<file path="config.mk">
export PLATFORM = sky130hd
export DESIGN_NAME = co_b_rom_fetch_ctrl
export DESIGN_NICKNAME = d
export VERILOG_FILES = /design/src/rtl/co_b_rom_fetch_ctrl_pkg.sv /design/src/rtl/co_b_rom_fetch_ctrl_coef_fifo.sv /design/src/rtl/co_b_rom_fetch_ctrl.sv
export SDC_FILE = /design/constraint.sdc
export NUM_CORES = 1
export LEC_CHECK = 0
export ABC_CLOCK_PERIOD_IN_PS = 2350
export CAP_MARGIN = 30
export CORE_ASPECT_RATIO = 0.75
export CORE_MARGIN = 2
export CORE_UTILIZATION = 50
export CTS_CLUSTER_SIZE = 8
export DETAILED_ROUTE_END_ITERATION = 8
export PLACE_DENSITY_LB_ADDON = 0.3
export RECOVER_POWER = 25
export SYNTH_ARGS = -nofsm -noshare
export SYNTH_HDL_FRONTEND = slang
export SYNTH_SLANG_ARGS = --single-unit
</file>
<file path="constraint.sdc">
create_clock -name clk -period 2.35 [get_ports clk]
set_input_delay 0.47 -clock clk [delete_from_list [all_inputs] [get_ports clk]]
set_output_delay 0.47 -clock clk [all_outputs]
set_load 0.01 [all_outputs]
</file>
<file path="src/rtl/co_b_rom_fetch_ctrl_pkg.sv">
// Shared definitions for the coefficient-B ROM burst fetch controller.
package co_b_rom_fetch_ctrl_pkg;

    // Default geometry of the co_B coefficient ROM and its read path.
    localparam int CO_B_ADDR_W     = 10;
    localparam int CO_B_DATA_W     = 16;
    localparam int CO_B_ROM_LAT    = 1;
    localparam int CO_B_FIFO_DEPTH = 4;

    // Burst sequencer states.
    typedef enum logic [1:0] {
        ST_IDLE  = 2'd0,
        ST_FETCH = 2'd1,
        ST_DRAIN = 2'd2
    } fetch_state_e;

endpackage

</file>
<file path="src/rtl/co_b_rom_fetch_ctrl_coef_fifo.sv">
// Synchronous FIFO buffering returned ROM words (data plus last tag) ahead of
// the coefficient stream. Simultaneous write and read are supported; the
// caller never writes when full nor reads when empty.
module co_b_coef_fifo #(
    parameter  int DEPTH = 4,
    parameter  int WIDTH = 17,
    localparam int PTR_W = $clog2(DEPTH),
    localparam int CNT_W = PTR_W + 1
) (
    input  logic             clk,
    input  logic             rst,
    input  logic             wr_en,
    input  logic [WIDTH-1:0] wr_data,
    input  logic             rd_en,
    output logic [WIDTH-1:0] rd_data,
    output logic             empty,
    output logic [CNT_W-1:0] count
);

    logic [WIDTH-1:0] mem [DEPTH];
    logic [PTR_W-1:0] wr_ptr;
    logic [PTR_W-1:0] rd_ptr;

    // Storage write.
    // NOTE: the storage array has no reset; only pointers and count define
    // which entries are meaningful, so clearing the array would be wasted logic.
    always_ff @(posedge clk) begin
        if (wr_en) begin
            mem[wr_ptr] <= wr_data;
        end
    end

    // Pointer and occupancy tracking.
    // NOTE: sequential state uses non-blocking assignments so every register
    // samples pre-edge values regardless of statement order.
    always_ff @(posedge clk or posedge rst) begin
        if (rst) begin
            wr_ptr <= '0;
            rd_ptr <= '0;
            count  <= '0;
        end else begin
            if (wr_en) wr_ptr <= wr_ptr + PTR_W'(1);
            if (rd_en) rd_ptr <= rd_ptr + PTR_W'(1);
            case ({wr_en, rd_en})
                2'b10:   count <= count + CNT_W'(1);
                2'b01:   count <= count - CNT_W'(1);
                default: count <= count;
            endcase
        end
    end

    assign rd_data = mem[rd_ptr];
    assign empty   = (count == '0);

endmodule

</file>
<file path="src/rtl/co_b_rom_fetch_ctrl.sv">
// Burst-read sequencer for the co_B coefficient ROM. Accepts a start command
// (base, length), issues one ROM read per cycle while buffer credit allows,
// tracks the ROM latency with a valid/last pipe, and presents the returned
// words as a valid/ready stream with a last flag.
module co_b_rom_fetch_ctrl
    import co_b_rom_fetch_ctrl_pkg::*;
#(
    parameter int ADDR_W     = CO_B_ADDR_W,
    parameter int DATA_W     = CO_B_DATA_W,
    parameter int ROM_LAT    = CO_B_ROM_LAT,
    parameter int FIFO_DEPTH = CO_B_FIFO_DEPTH
) (
    input  logic              clk,
    input  logic              rst,
    input  logic              start_i,
    input  logic [ADDR_W-1:0] base_addr_i,
    input  logic [ADDR_W:0]   len_i,
    output logic              busy_o,
    output logic              done_o,
    output logic              rom_en_o,
    output logic [ADDR_W-1:0] rom_addr_o,
    input  logic [DATA_W-1:0] rom_data_i,
    output logic [DATA_W-1:0] coef_o,
    output logic              coef_val_o,
    input  logic              coef_rdy_i,
    output logic              coef_last_o
);

    localparam int CNT_W = $clog2(FIFO_DEPTH) + 1;
    localparam int OCC_W = CNT_W + 1;

    fetch_state_e      state_q;
    fetch_state_e      state_d;
    logic              done_q;
    logic              done_d;
    logic              accept;
    logic              issue;
    logic              issue_last;
    logic              credit_ok;
    logic              pop;
    logic [ADDR_W-1:0] base_q;
    logic [ADDR_W-1:0] last_addr_q;
    logic [ADDR_W-1:0] issue_addr;
    logic [ADDR_W:0]   len_q;
    logic [ADDR_W:0]   issued_q;
    logic [ROM_LAT-1:0] vld_pipe;
    logic [ROM_LAT-1:0] last_pipe;
    logic [CNT_W-1:0]  fifo_count;
    logic [CNT_W-1:0]  inflight;
    logic              fifo_empty;
    logic              rd_last;
    logic [DATA_W-1:0] rd_data;

    // Address of the next read wraps naturally at the ROM size.
    assign issue_addr = base_q + issued_q[ADDR_W-1:0];
    assign issue_last = (issued_q == len_q - (ADDR_W+1)'(1));
    assign accept     = (state_q == ST_IDLE) && start_i && !done_q;
    assign pop        = coef_val_o && coef_rdy_i;

    // Count reads still travelling through the ROM latency pipe.
    always_comb begin
        inflight = '0;
        for (int i = 0; i < ROM_LAT; i++) begin
            inflight = inflight + CNT_W'(vld_pipe[i]);
        end
    end

    // A read may issue only if a FIFO slot is guaranteed for its return word.
    assign credit_ok = ({1'b0, fifo_count} + {1'b0, inflight}) < OCC_W'(FIFO_DEPTH);

    // Next-state and issue decision.
    // NOTE: every signal gets a default before the case so no path leaves
    // one unassigned, which would infer a latch.
    always_comb begin
        state_d = state_q;
        done_d  = 1'b0;
        issue   = 1'b0;
        unique case (state_q)
            ST_IDLE: begin
                if (accept) begin
                    if (len_i != '0) state_d = ST_FETCH;
                    else             done_d  = 1'b1;
                end
            end
            ST_FETCH: begin
                if (credit_ok) begin
                    issue = 1'b1;
                    if (issue_last) state_d = ST_DRAIN;
                end
            end
            ST_DRAIN: begin
                if (pop && rd_last) begin
                    state_d = ST_IDLE;
                    done_d  = 1'b1;
                end
            end
            default: state_d = ST_IDLE;
        endcase
    end

    // State and completion-pulse registers.
    always_ff @(posedge clk or posedge rst) begin
        if (rst) begin
            state_q <= ST_IDLE;
            done_q  <= 1'b0;
        end else begin
            state_q <= state_d;
            done_q  <= done_d;
        end
    end

    // Command capture, issue counter and last issued address.
    always_ff @(posedge clk or posedge rst) begin
        if (rst) begin
            base_q      <= '0;
            len_q       <= '0;
            issued_q    <= '0;
            last_addr_q <= '0;
        end else begin
            if (accept) begin
                base_q   <= base_addr_i;
                len_q    <= len_i;
                issued_q <= '0;
            end else if (issue) begin
                issued_q <= issued_q + (ADDR_W+1)'(1);
            end
            if (issue) begin
                last_addr_q <= issue_addr;
            end
        end
    end

    // Valid/last tags aligned with the ROM read latency; cleared on reset so
    // any data still returning from an aborted burst is dropped.
    always_ff @(posedge clk or posedge rst) begin
        if (rst) begin
            vld_pipe  <= '0;
            last_pipe <= '0;
        end else begin
            vld_pipe[0]  <= issue;
            last_pipe[0] <= issue && issue_last;
            for (int i = 1; i < ROM_LAT; i++) begin
                vld_pipe[i]  <= vld_pipe[i-1];
                last_pipe[i] <= last_pipe[i-1];
            end
        end
    end

    co_b_coef_fifo #(
        .DEPTH (FIFO_DEPTH),
        .WIDTH (DATA_W + 1)
    ) u_fifo (
        .clk     (clk),
        .rst     (rst),
        .wr_en   (vld_pipe[ROM_LAT-1]),
        .wr_data ({last_pipe[ROM_LAT-1], rom_data_i}),
        .rd_en   (pop),
        .rd_data ({rd_last, rd_data}),
        .empty   (fifo_empty),
        .count   (fifo_count)
    );

    assign coef_val_o  = !fifo_empty;
    assign coef_o      = coef_val_o ? rd_data : '0;
    assign coef_last_o = coef_val_o && rd_last;
    assign rom_en_o    = issue;
    assign rom_addr_o  = issue ? issue_addr : last_addr_q;
    assign busy_o      = (state_q != ST_IDLE) || done_q;
    assign done_o      = done_q;

endmodule

</file>
== Word-level counts from Yosys, hierarchy flattened ==
Memories as Yosys holds them, arrays and structs flattened.
Cells that the tools add are included.
Widths: inputs -> output; s select.

* Add/subtract/negate cells: 8
* Order comparisons: 1
* Equal/unequal tests: 10
* Mux-type cells: 19
* Reduce and logical (&&, ||, !) cells: 16

{| class="wikitable"
|+ Operators with widths
! operator !! count
|-
| $mux 11 || 2
|-
| $mux 16 || 1
|-
| $add 11x1->11 const B || 1
|-
| $eq 11x11->1 || 1
|-
| $reduce_bool 11->1 || 1
|-
| $sub 11x1->11 const B || 1
|-
| $add 10x10->10 || 1
|-
| $mux 10 || 1
|-
| $mux 2 || 5
|-
| $ne 2x2->1 const B || 4
|-
| $mux 1 || 7
|-
| $logic_and 1x1->1 || 6
|-
| $pmux 2 s3 || 1
|-
| $pmux 3 s2 || 1
|-
| $reduce_bool 2->1 || 3
|-
| $reduce_and 5->1 || 1
|-
| $add 2x1->2 const B || 2
|-
| $add 3x1->4 || 1
|-
| $eq 2x1->1 const B || 2
|-
| $eq 2x2->1 const B || 2
|-
| $lt 4x3->1 const B || 1
|-
| $add 3x1->3 const B || 1
|-
| $logic_not 3->1 || 1
|-
| $sub 3x1->3 const B || 1
|-
| other kinds (5) || 6
|}

* Register bits: 54
* Memory bits (writable): 68
* Logic and storage cells: 66
* Memories: 1

{| class="wikitable"
|+ Memories
! memory !! words !! width !! read ports !! clocked after Yosys merged registers in !! wr ports !! RTL line !! source
|-
| u_fifo.mem || 4 || 17 || 1 || 0 || 1 || co_b_rom_fetch_ctrl_coef_fifo.sv:20 || <nowiki>logic [WIDTH-1:0] mem [DEPTH];</nowiki>
|}

== Depth between registers and ports, before layout ==
* Word-level depth: 6
* Gate-level depth with buffers: 10
* Depth with buffers taken out: 9

== By module ==
A second synthesis with hierarchy kept.

* Cells, all modules: 409
* Area total of the unflattened synthesis: 5659.2 sq um

{| class="wikitable"
|+ Modules (own cells, without submodules)
! module !! instances !! cells each !! area an instance (sq um) !! seq. area each (sq um)
|-
| co_b_coef_fifo || 1 || 125 || 2892.8 || 2217.1
|-
| co_b_rom_fetch_ctrl || 1 || 284 || 2766.4 || 1176.1
|}

== Worst setup path after synthesis ==
OpenSTA, ideal clock, no wires.

* Path kind: flip-flop to output port
* Start point: register issued_q[0]
* End point: output rom_addr_o[6]
* Arrival: 2.053 ns
* Slack: -0.173 ns
* Stages on the path, launching flop included: 10
* Buffers on the path: 0
* Path through: dfrtp_1 > ha_1 > inv_1 > fa_1 > nor2b_1 > o21a_1 > o21a_1 > o21a_1 > o21a_1 > o31ai_1

* Longest elaborated chain between the ends: 2

{| class="wikitable"
|+ Ends and longest elaborated chain
! item !! RTL line !! source
|-
| from (decl) || co_b_rom_fetch_ctrl.sv:45 || <nowiki>logic [ADDR_W:0] issued_q;</nowiki>
|-
| from (signal assigned) || co_b_rom_fetch_ctrl.sv:125 || <nowiki>issued_q <= issued_q + (ADDR_W+1)'(1);</nowiki>
|-
| $add 10x10->10 || co_b_rom_fetch_ctrl.sv:55 || <nowiki>assign issue_addr = base_q + issued_q[ADDR_W-1:0];</nowiki>
|-
| $mux 10 || -- ||
|-
| to (decl) || co_b_rom_fetch_ctrl.sv:21 || <nowiki>output logic [ADDR_W-1:0] rom_addr_o,</nowiki>
|}

No other way between the ends.

== Worst setup path after layout ==
Same ends and word-level chain as after synthesis.

==> metrics <==
pin count of the biggest net entering global routing=37; Worst Skew=0.00969 ns; Setup crit start kind=register; Sink Count=122; Final Critical Period=2.94 ns; CTS max path bufs=2; DRC=0; worst slew pin tran=0.791 ns; Highest Clock Rate=340 MHz; Nets=625; I/O Buffers=71; CP Max Fanout=3; leakage=3.17 nW; Netlist cell types=48; Max-cap violations=0; most common cell after layout, fill and taps aside=edfxtp_1; WP data required=1.88 ns; Worst slew margin=47.2%; top_reg_cell synth=edfxtp_1; synthesis-stage register bit count=122; Post-synth EDFFs=68; Mapped Nets=467; Diodes inserted=0; Hold Path Class=register to register; Worst Hold Slack=0.469 ns; clock root buffer=clkbuf_16; M1 wire length=5670 µm; Tot Pwr=11.9 mW; placer congestion estimate=0.859; GRT overflow=0; final number of setup-violating endpoints=17; endpoints failing hold=0; post-layout util=72.4%; WL/cell=17.3 µm; die width=126 µm; Worst Path Arrival=2.47 ns; initial core utilization=51.4%; vias per cell=5.34; first-pass GRT wire length=20100 µm; row cnt=33; Clock transition at path regs=0.05 ns; vias in the first global route=3936; Routed WL=12400 µm; layout cells sized above 1=37.3%; PwrDens=1500 nW/µm²; run status=complete, but fails checks; post-synth top area share=36.3%; crit share post-route=125%; Met2 Wirelength=5980 µm; CTS Buf Count=17; CORE AREA=10900 µm²; HPWL after detailed placement=7640 µm; Cell Area, Synth=5620 µm²; die area=12100 µm²; Slew Limit Fails=0; Vias=3838; highest routed layer=met4; RSZ-0062 raised after global routing=yes; Synth Warn #=0; CTS tree=built; Yosys top cell by area=edfxtp_1; gr usage total=22.0%; crit end category=output pin; Synth-to-Final Area Change=41.0%; most frequent cells in the layout=68 x edfxtp_1, 58 x buf_4, 52 x dfrtp_1; WS Path Type=register to output pin; Cells after Synth=408; Die Span Y=95.8 µm; Worst Setup Slack, final=-0.587 ns; FFs w/ async S/R, synth=44.3%; Avg Inst Size Synth=13.8 µm²; VDD IR max=653 µV; fin cells=719; wire length on met3=720 µm; DR pass1 iterations=4; Skew-Pair Late Insertion Delay=0.41 ns; Iter 0 DRT Violations=214; register area share after synthesis=60.4%; violated checks=setup timing; # IOs=72; top post-synthesis cells by area=edfxtp_1 36%, dfrtp_1 24%, mux4_2 6.8%, mux2_2 3.6%, ha_1 3.6%; H-tree levels=4; placed cells=653; initial antenna violation count=0; Final ANT Viol Nets=0
-- cell usage after synthesis (2+ instances only) --
cell and number:
nor2_1 17, nor3_1 7, o21bai_1 3, nor4b_1 2, o211ai_1 3, clkbuf_1 6
nor3b_1 3, a211oi_1 2, o21a_1 5, nand3b_1 3, xor2_1 13, ha_1 16
nor4_1 4, xnor2_1 19, nand4_1 4, a21oi_1 12, buf_2 5, a21o_1 2
o32ai_1 2, mux2_2 18, buf_6 2, nand2_1 24, and2_1 24, nand3_1 8
edfxtp_1 68, inv_1 16, nand2b_1 2, o21ai_0 20, mux4_2 17, dfrtp_1 54
fa_1 2, or3_1 6, o31ai_1 2, nor2b_1 3
-- area by class of cell --
| cell class | count | area [µm²] |
|---|---|---|
| multi-input cells | 255 | 2260 |
| fillers | 701 | 3020 |
| clock inverters | 15 | 129 |
| well taps | 140 | 175 |
| inverters | 17 | 76.3 |
| clock buffers | 17 | 425 |
| repair buffers | 153 | 1470 |
| flip-flops and latches | 122 | 3400 |
-- final timing paths --
| path | from | endpoint | slack [ns] | cells past startpoint |
|---|---|---|---|---|
| worst min-delay path | last_addr_q[1]$_DFF_PP0_ | last_addr_q[1]$_DFF_PP0_ | 0.47 | 2 |
| worst min register to register | last_addr_q[1]$_DFF_PP0_ | last_addr_q[1]$_DFF_PP0_ | 0.47 | 2 |
| min in group asynchronous | rst | len_q[8]$_DFFE_PP0P_ | 0.64 | 2 |
| worst max-delay path | issued_q[0]$_DFFE_PP0P_ | rom_addr_o[6] | -0.59 | 10 |
| worst max register to register | u_fifo.count[0]$_DFFE_PP0P_ | state_q[0]$_DFFE_PP0P_ | 0.17 | 13 |
| max in group asynchronous | rst | issued_q[0]$_DFFE_PP0P_ | 1.04 | 3 |
-- cell families (layout without fill, tap and decap cells) --
family                   count (synthesis)  in the layout  synth area share [%]
AND/OR/NAND/NOR                        115            115                  11.4
AO/OA/AOI/OAI                           55             55                  5.99
buffers and inverters                   31            202                  2.58
adder cells (fa/ha/maj)                 18             18                  4.27
flip-flops                             122            122                  60.4
XOR/XNOR                                32             32                  4.99
multiplexers                            35             35                  10.4
-- registers in the layout, indices dropped and copies added (netlist names) --
name,flops
base_q,10
state_q,2
u_fifo.rd_ptr,2
done_o,1
u_fifo.mem,68
u_fifo.wr_ptr,2
len_q,11
last_pipe,1
u_fifo.count,3
vld_pipe,1
last_addr_q,10
issued_q,11
-- stage by stage --
stage | instance area, µm² | setup slack, ns | TNS (ns)
3_5_place_dp | 6860 | -0.585 | -3.16
4_1_cts | 7730 | -0.584 | -4.26
2_1_floorplan | 5640 | 0.00466 | 0
6_report | 7930 | -0.587 | -2.44
3_3_place_gp | 6860 | -0.493 | -2.55
5_1_grt | 7930 | -0.689 | -3.91
-- timing repair --
action / CTS / global route
pin swaps: 26 / 25
hold buffers: 0 / 0
endpoints found under the setup margin: 29 / 28
cloned: 1 / 1
gates resized for setup: 155 / 50
buffers inserted: 30 / 8
-- power by group --
group,switching [mW],total (mW),leakage (nW),internal (mW)
Sequential,0.394,3.39,1.29,2.99
Combinational,2.71,6.06,1.63,3.35
Clock,0.955,2.40,0.255,1.45
-- metal layers --
| metal | global-route usage [%] | vias up |
|---|---|---|
| met1 | 30.1 | 1901 |
| met4 | 7.51 | 0 |
| met3 | 5.11 | 7 |
| met2 | 35.2 | 114 |
| met5 | 0 | - |
| li1 | - | 1816 |
-- critical path: stages (launching register included) --
cell     delay (ns)
dfrtp_2        0.42
ha_4           0.16
inv_2          0.06
fa_2           0.22
nor2b_2        0.05
o21a_1         0.19
o21a_1         0.23
o21a_1         0.19
o21a_1         0.20
o31ai_4        0.17
buf_2          0.17
Note: power is estimated with default switching activity, not from simulation.
